--- src/rtl/line_cache_ctrl_if.sv ---
`default_nettype none
// ---------------------------------------------------------------------------
// line_cache_ctrl_if : CPU-side and line-adaptor-side buses of line_cache_ctrl
// Revision 1.0
// ---------------------------------------------------------------------------
interface line_cache_ctrl_if;
   logic [31:0]  cpu_addr;
   logic         cpu_read;
   logic         cpu_write;
   logic [31:0]  cpu_wdata;
   logic [3:0]   cpu_byte_enable;
   logic [31:0]  cpu_rdata;
   logic         cpu_resp;
   logic [31:0]  mem_address;
   logic         mem_read;
   logic         mem_write;
   logic [255:0] mem_wdata;
   logic [255:0] mem_rdata;
   logic         mem_resp;

   // The cache controller is the slave of the CPU and the master toward memory.
   modport slave (
      input  cpu_addr, cpu_read, cpu_write, cpu_wdata, cpu_byte_enable,
      output cpu_rdata, cpu_resp,
      output mem_address, mem_read, mem_write, mem_wdata,
      input  mem_rdata, mem_resp
   );

   modport master (
      output cpu_addr, cpu_read, cpu_write, cpu_wdata, cpu_byte_enable,
      input  cpu_rdata, cpu_resp,
      input  mem_address, mem_read, mem_write, mem_wdata,
      output mem_rdata, mem_resp
   );
endinterface
`default_nettype wire

--- src/rtl/line_cache_ctrl.sv ---
`default_nettype none
// ---------------------------------------------------------------------------
// line_cache_ctrl : direct-mapped write-back/write-allocate line cache control
// Revision 1.0
// ---------------------------------------------------------------------------
module line_cache_ctrl #(
   parameter int NUM_SETS  = 16,
   parameter int LINE_BITS = 256
) (
   input  logic                clk,
   input  logic                rst,
   line_cache_ctrl_if.slave    bus,
   output logic [31:0]         hit_count,
   output logic [31:0]         miss_count
);
   localparam int INDEX_W = $clog2(NUM_SETS);
   localparam int TAG_W   = 27 - INDEX_W;

   typedef enum logic [1:0] {
      S_IDLE      = 2'd0,
      S_COMPARE   = 2'd1,
      S_WRITEBACK = 2'd2,
      S_ALLOCATE  = 2'd3
   } state_t;

   state_t               state_q, state_d;
   logic [31:2]          addr_q;
   logic [31:0]          wdata_q;
   logic [3:0]           be_q;
   logic                 write_q;
   logic [NUM_SETS-1:0]  valid_q, dirty_q;
   logic [TAG_W-1:0]     tag_q  [NUM_SETS];
   logic [LINE_BITS-1:0] data_q [NUM_SETS];
   logic [31:0]          hit_q, miss_q;

   logic [INDEX_W-1:0]   idx;
   logic [TAG_W-1:0]     req_tag;
   logic [7:0]           word_bit;
   logic                 hit;
   logic [31:0]          cur_word, merged;

   logic                 accept, cnt_hit, cnt_miss, set_dirty, clr_dirty, fill;
   logic [31:0]          cpu_rdata, mem_address;
   logic                 cpu_resp, mem_read, mem_write;
   logic [LINE_BITS-1:0] mem_wdata;

   assign idx      = addr_q[5 +: INDEX_W];
   assign req_tag  = addr_q[31 -: TAG_W];
   assign word_bit = {addr_q[4:2], 5'b0};
   assign hit      = valid_q[idx] && (tag_q[idx] == req_tag);
   assign cur_word = data_q[idx][word_bit +: 32];

   always_comb begin
      merged = cur_word;
      for (int b = 0; b < 4; b++) begin
         if (be_q[b]) merged[8*b +: 8] = wdata_q[8*b +: 8];
      end
   end

   always_comb begin
      state_d     = state_q;
      accept      = 1'b0;
      cnt_hit     = 1'b0;
      cnt_miss    = 1'b0;
      set_dirty   = 1'b0;
      clr_dirty   = 1'b0;
      fill        = 1'b0;
      cpu_resp    = 1'b0;
      cpu_rdata   = '0;
      mem_read    = 1'b0;
      mem_write   = 1'b0;
      mem_address = '0;
      mem_wdata   = '0;
      case (state_q)
         S_IDLE: begin
            if (bus.cpu_read || bus.cpu_write) begin
               accept  = 1'b1;
               state_d = S_COMPARE;
            end
         end
         S_COMPARE: begin
            if (hit) begin
               cpu_resp  = 1'b1;
               cnt_hit   = 1'b1;
               set_dirty = write_q;
               if (!write_q) cpu_rdata = cur_word;
               state_d   = S_IDLE;
            end else begin
               cnt_miss = 1'b1;
               state_d  = (valid_q[idx] && dirty_q[idx]) ? S_WRITEBACK : S_ALLOCATE;
            end
         end
         S_WRITEBACK: begin
            mem_write   = 1'b1;
            mem_address = {tag_q[idx], idx, 5'b0};
            mem_wdata   = data_q[idx];
            if (bus.mem_resp) begin
               clr_dirty = 1'b1;
               state_d   = S_ALLOCATE;
            end
         end
         S_ALLOCATE: begin
            mem_read    = 1'b1;
            mem_address = {req_tag, idx, 5'b0};
            if (bus.mem_resp) begin
               fill    = 1'b1;
               state_d = S_COMPARE;
            end
         end
         default: state_d = S_IDLE;
      endcase
   end

   always_ff @(posedge clk) begin
      if (!rst) begin
         state_q <= S_IDLE;
         valid_q <= '0;
         dirty_q <= '0;
         hit_q   <= '0;
         miss_q  <= '0;
      end else begin
         state_q <= state_d;
         if (cnt_hit)   hit_q  <= hit_q + 32'd1;
         if (cnt_miss)  miss_q <= miss_q + 32'd1;
         if (set_dirty) dirty_q[idx] <= 1'b1;
         if (clr_dirty) dirty_q[idx] <= 1'b0;
         if (fill) begin
            valid_q[idx] <= 1'b1;
            dirty_q[idx] <= 1'b0;
         end
      end
   end

   // Request latches and line storage carry no reset; valid bits guard them.
   always_ff @(posedge clk) begin
      if (accept) begin
         addr_q  <= bus.cpu_addr[31:2];
         wdata_q <= bus.cpu_wdata;
         be_q    <= bus.cpu_byte_enable;
         write_q <= bus.cpu_write;
      end
      if (set_dirty) data_q[idx][word_bit +: 32] <= merged;
      if (fill) begin
         data_q[idx] <= bus.mem_rdata;
         tag_q[idx]  <= req_tag;
      end
   end

   assign bus.cpu_rdata   = cpu_rdata;
   assign bus.cpu_resp    = cpu_resp;
   assign bus.mem_address = mem_address;
   assign bus.mem_read    = mem_read;
   assign bus.mem_write   = mem_write;
   assign bus.mem_wdata   = mem_wdata;
   assign hit_count       = hit_q;
   assign miss_count      = miss_q;
endmodule
`default_nettype wire

--- src/flat_wrapper.sv ---
// flat-port wrapper written by rule: the top's interface ports become plain ports
module line_cache_ctrl_flat 
#(
   parameter int NUM_SETS  = 16,
   parameter int LINE_BITS = 256
)
  (clk, rst, hit_count, miss_count, bus_cpu_addr, bus_cpu_read, bus_cpu_write, bus_cpu_wdata, bus_cpu_byte_enable, bus_cpu_rdata, bus_cpu_resp, bus_mem_address, bus_mem_read, bus_mem_write, bus_mem_wdata, bus_mem_rdata, bus_mem_resp);
  line_cache_ctrl_if bus_i ();
  input  logic clk;
  input  logic rst;
  output logic [31:0] hit_count;
  output logic [31:0] miss_count;
  input wire logic [$bits(bus_i.cpu_addr)-1:0] bus_cpu_addr;
  input wire logic [$bits(bus_i.cpu_read)-1:0] bus_cpu_read;
  input wire logic [$bits(bus_i.cpu_write)-1:0] bus_cpu_write;
  input wire logic [$bits(bus_i.cpu_wdata)-1:0] bus_cpu_wdata;
  input wire logic [$bits(bus_i.cpu_byte_enable)-1:0] bus_cpu_byte_enable;
  output wire logic [$bits(bus_i.cpu_rdata)-1:0] bus_cpu_rdata;
  output wire logic [$bits(bus_i.cpu_resp)-1:0] bus_cpu_resp;
  output wire logic [$bits(bus_i.mem_address)-1:0] bus_mem_address;
  output wire logic [$bits(bus_i.mem_read)-1:0] bus_mem_read;
  output wire logic [$bits(bus_i.mem_write)-1:0] bus_mem_write;
  output wire logic [$bits(bus_i.mem_wdata)-1:0] bus_mem_wdata;
  input wire logic [$bits(bus_i.mem_rdata)-1:0] bus_mem_rdata;
  input wire logic [$bits(bus_i.mem_resp)-1:0] bus_mem_resp;
  assign bus_i.cpu_addr = bus_cpu_addr;
  assign bus_i.cpu_read = bus_cpu_read;
  assign bus_i.cpu_write = bus_cpu_write;
  assign bus_i.cpu_wdata = bus_cpu_wdata;
  assign bus_i.cpu_byte_enable = bus_cpu_byte_enable;
  assign bus_cpu_rdata = bus_i.cpu_rdata;
  assign bus_cpu_resp = bus_i.cpu_resp;
  assign bus_mem_address = bus_i.mem_address;
  assign bus_mem_read = bus_i.mem_read;
  assign bus_mem_write = bus_i.mem_write;
  assign bus_mem_wdata = bus_i.mem_wdata;
  assign bus_i.mem_rdata = bus_mem_rdata;
  assign bus_i.mem_resp = bus_mem_resp;
  line_cache_ctrl #(.NUM_SETS(NUM_SETS), .LINE_BITS(LINE_BITS)) u_core (.clk(clk), .rst(rst), .bus(bus_i), .hit_count(hit_count), .miss_count(miss_count));
endmodule
--- config.mk ---
export PLATFORM = sky130hd
export DESIGN_NAME = line_cache_ctrl_flat
export DESIGN_NICKNAME = d
export VERILOG_FILES = /design/src/rtl/line_cache_ctrl_if.sv /design/src/rtl/line_cache_ctrl.sv /design/src/flat_wrapper.sv
export SDC_FILE = /design/constraint.sdc
export NUM_CORES = 2
export LEC_CHECK = 0
export CORE_ASPECT_RATIO = 0.8
export CORE_MARGIN = 2
export CORE_UTILIZATION = 30
export DETAILED_ROUTE_END_ITERATION = 8
export MAX_ROUTING_LAYER = met4
export PLACE_DENSITY = 0.44
export SLEW_MARGIN = 20
export SYNTH_ARGS = -nofsm -noshare
export SYNTH_HDL_FRONTEND = slang
export SYNTH_MEMORY_MAX_BITS = 65536
export SYNTH_SLANG_ARGS = --single-unit
--- constraint.sdc ---
create_clock -name clk -period 6.45 [get_ports clk]
set_clock_uncertainty 0.05 [all_clocks]
set_input_delay 1.6125 -clock clk [delete_from_list [all_inputs] [get_ports clk]]
set_output_delay 1.6125 -clock clk [all_outputs]
set_load 0.05 [all_outputs]
==> results.txt <==
For the effective utilization at floorplan, the log shows 30.2%. The run gives 98653 as the via count of the first global-routing pass. The final period demand of the worst path is 6.67 ns. The netlist uses 81 different library cells. Adding up every negative setup slack in the final design gives -5.40 ns. In the layout the commonest cells are 4531 x sky130_fd_sc_hd__edfxtp_1, 1369 x sky130_fd_sc_hd__mux4_2, 775 x sky130_fd_sc_hd__buf_4, 550 x sky130_fd_sc_hd__clkbuf_16, 456 x sky130_fd_sc_hd__clkdlybuf4s50_1. The longest clock path from root to sink contains 4 buffers. The die covers 0.618 mm².

The count of nets left with antenna violations once routing finished came out at 0. Along the worst path, the maximum fanout reaches 12. The worst hold path belongs to the class flip-flop to flip-flop.

Across the whole layout, storage elements account for 0.138 mm². In this run the power spent charging and discharging nets is 30.3 mW. The total count of max-transition violations in the final report is 0. Setup repair after global routing could not meet its margin everywhere.

Row generation in the floorplan step produced 256 rows. The category of the critical setup timing path was flip-flop to output pin. The final reports fail on setup timing.

The logs give 464 mm for the half-perimeter wire length after detailed placement and 716 for the total I/O pin count. Power spread over the standard cell area amounts to 399 mW/mm². The number of CTS-inserted buffers is 523, and the worst slew margin relative to its limit is 18.8%. The tools report the total of max-cap violations as 0. The analysis attributes to cell leakage a power of 74.2 nW.

After the last flow step, the layout net total stands at 10459. The number of synthesized register bits came out at 4633. Of all flip-flops after synthesis, the portion carrying an async set or reset was 0%. Dividing the detail-routed via count by the number of cells gives 5.32.

TritonCTS built the clock tree. CTS built an H-tree with a depth of 6. For the final hold violation count, the log shows 0. CTS saw 4633 sinks. After detailed routing, the average wire length per cell comes to 38.0 µm.

In this run switching power makes up 33.1% of total power. After floorplanning, the core was sized to cover 0.608 mm². In this run the vertical extent of the chip is 703 µm. The logs give 5.00 ns for the critical path data arrival time and 0.0453 mm² for the multi-input logic area. The run gives 120 as the initial antenna violation count.

Routability congestion estimate from global placement: 0.861. Kind of launch point of the worst setup path: a flip-flop. Entering global routing, the biggest net connects 97 pins.

The share of the clock period used by the worst path after layout was 103%. The maximum vdd drop was 309 µV; the number of warnings issued by yosys was 0. The leading register cell type out of synthesis was sky130_fd_sc_hd__edfxtp_1. Clock tree synthesis selected as its root buffer the cell sky130_fd_sc_hd__clkbuf_16. The power after layout was 91.5 mW.

After synthesis, the mean cell area works out to 21.7 µm². The number of vias in the routed layout was 99998; the fraction of final layout cells with drive strength greater than 1 was 34.5%. The data required time of the worst path came out at 4.79 ns. The run finished, with violations left.

The tools report the number of cells produced by synthesis as 8471. The run gives 23.0% as the total routing usage reported by global routing. The later-pin clock latency in the skew report came out at 1.08 ns.

Post-synth design cell area: 0.183 mm². The logs give 6 for the number of optimization iterations in the first detailed-route pass and 0 for the number of DRC violations after detailed routing. The first global-routing pass estimated 929 mm of wire. The library cell used most frequently in the layout, excluding fill and tap cells, is sky130_fd_sc_hd__edfxtp_1. Combinational logic is responsible for 30.3% of the overall power. Per report_power, the clock group accounts for 31.7% of the total. The finished cells cover 0.229 mm².

In this run the cell area measured after placement is 0.208 mm². The worst hold path begins at u_core.valid_q[15]$_SDFFE_PN0P_. The tightest hold path in the finished design has a slack of 0.429 ns. At the pin with the least slew margin, the transition time is 1.22 ns.

The worst setup path is captured at an output pin. Final critical-path setup slack: -0.217 ns. Summing the sequential cell areas from Yosys gives 75.3% of the chip area. The synthesis-to-layout area growth came out at 24.9%. The count of buffers added on input and output ports is 708.

The filler cells instantiated in the layout total 54913. The internal cell power is 61.2 mW. The final layout contains routed wiring with a total length of 714 mm. Setup violations remaining at the end of the flow were counted as 32.

Global routing finished with a remaining overflow of 0. After clock tree synthesis, the clock-pin slew on the worst setup and hold paths is 0.06 ns. The sequential group share of total power is 38.0%. From left edge to right edge, the die measures 878 µm. Counting flops with a built-in enable in the synthesized netlist gives 4531. For this run, the top clock speed supported by timing is 0.150 GHz.

The DRC marker count from the first detailed-route iteration was 11923.
[cell usage after synthesis, types with 49 or more instances]
master	number	area share [%]
sky130_fd_sc_hd__a21oi_1	73	0.20
sky130_fd_sc_hd__nor2_1	271	0.55
sky130_fd_sc_hd__buf_1	60	0.12
sky130_fd_sc_hd__nor2b_1	49	0.17
sky130_fd_sc_hd__mux4_2	1367	17
sky130_fd_sc_hd__and2_1	267	0.91
sky130_fd_sc_hd__o21ai_0	140	0.38
sky130_fd_sc_hd__nand3_1	60	0.16
sky130_fd_sc_hd__edfxtp_1	4531	74
sky130_fd_sc_hd__clkbuf_1	272	0.56
sky130_fd_sc_hd__a22o_1	146	0.70
sky130_fd_sc_hd__buf_2	158	0.43
sky130_fd_sc_hd__dfxtp_1	102	1.1
sky130_fd_sc_hd__mux2i_1	173	0.94
sky130_fd_sc_hd__nand2_1	274	0.56
[metrics by stage]
stage / utilization [%] / instances / setup WS [ns]
floorplan: - / 8475 / 0.915
global route: 37.6 / 18718 / -0.303
detailed placement: 34.2 / 17527 / -0.146
CTS: 37.4 / 18581 / -0.356
finish: 37.7 / 18792 / -0.217
global placement: 34.2 / 17524 / -0.252
[final timing paths]
path	slack (ns)	cells after the start	to
worst max-delay path	-0.22	16	bus_cpu_rdata[17]
worst min-delay path	0.43	2	u_core.valid_q[15]$_SDFFE_PN0P_
worst max register to register	0.68	15	u_core.data_q[8][148]$_DFFE_PP_
worst min register to register	0.43	2	u_core.valid_q[15]$_SDFFE_PN0P_
[repair_timing]
action / 4_1_cts / 5_1_grt
cloned: 29 / 14
hold buffers: 0 / 0
buffers inserted: 104 / 56
gates resized for setup: 175 / 117
pin swaps: 4 / 26
setup endpoints to repair: 99 / 34
[cells by family (layout without fill, tap and decap cells)]
group	Yosys count	in the layout	synth area share, %
buffers and inverters	546	2587	1.31
other	1	154	0.00204
XOR/XNOR	22	22	0.105
adder cells (fa/ha/maj)	11	11	0.0750
multiplexers	1587	1587	18.0
AO/OA/AOI/OAI	571	571	2.19
flip-flops	4633	4633	75.3
AND/OR/NAND/NOR	1100	1100	2.98
[critical path, cell delays in order, from the launching register on]
cell,delay [ns]
sky130_fd_sc_hd__dfxtp_4,0.43
sky130_fd_sc_hd__buf_12,0.17
sky130_fd_sc_hd__buf_16,0.16
sky130_fd_sc_hd__buf_4,0.14
sky130_fd_sc_hd__mux4_2,0.54
sky130_fd_sc_hd__xnor2_2,0.16
sky130_fd_sc_hd__mux4_2,0.35
sky130_fd_sc_hd__nand2_1,0.07
sky130_fd_sc_hd__or3b_1,0.38
sky130_fd_sc_hd__nor3_2,0.14
sky130_fd_sc_hd__buf_4,0.21
sky130_fd_sc_hd__nand4_1,0.12
sky130_fd_sc_hd__or2_4,0.35
sky130_fd_sc_hd__buf_16,0.18
sky130_fd_sc_hd__nor2_4,0.15
sky130_fd_sc_hd__buf_4,0.13
sky130_fd_sc_hd__buf_12,0.12
[sequential cells by signal, indices dropped and copies added, names as in the netlist, named ones only]
register	flops
u_core.tag_q	368
u_core.valid_q	16
u_core.state_q	2
u_core.addr_q	30
u_core.hit_count	32
u_core.dirty_q	15
u_core.data_q	4096
u_core.be_q	4
u_core.write_q	1
u_core.wdata_q	32
u_core.miss_count	32
[per-layer routing]
metal,global-route usage (%),wire [µm]
met5,-,0
met4,10.3,37600
met1,30.1,295000
met2,35.8,337000
met3,3.46,44500
[final cells by class]
type / instances / share of cell area, %
clock buffers: 651 / 6.04
inverters: 29 / 0.0552
multi-input cells: 3296 / 19.8
diodes: 149 / 0.163
clock inverters: 271 / 1.12
flip-flops and latches: 4633 / 60.3
well taps: 8127 / 4.44
repair buffers: 1636 / 8.11
[power by group through the flow]
stage                     Clock [mW]  Combinational, mW  Sequential (mW)
after global placement             0               25.1             35.5
final                           29.0               27.7             34.8
after floorplan                    0               11.2             35.2
after CTS                       29.5               27.1             34.8
after detailed placement           0               25.3             35.5
after global routing            30.6               28.2             34.8
Power figures use the tool's default switching activity.
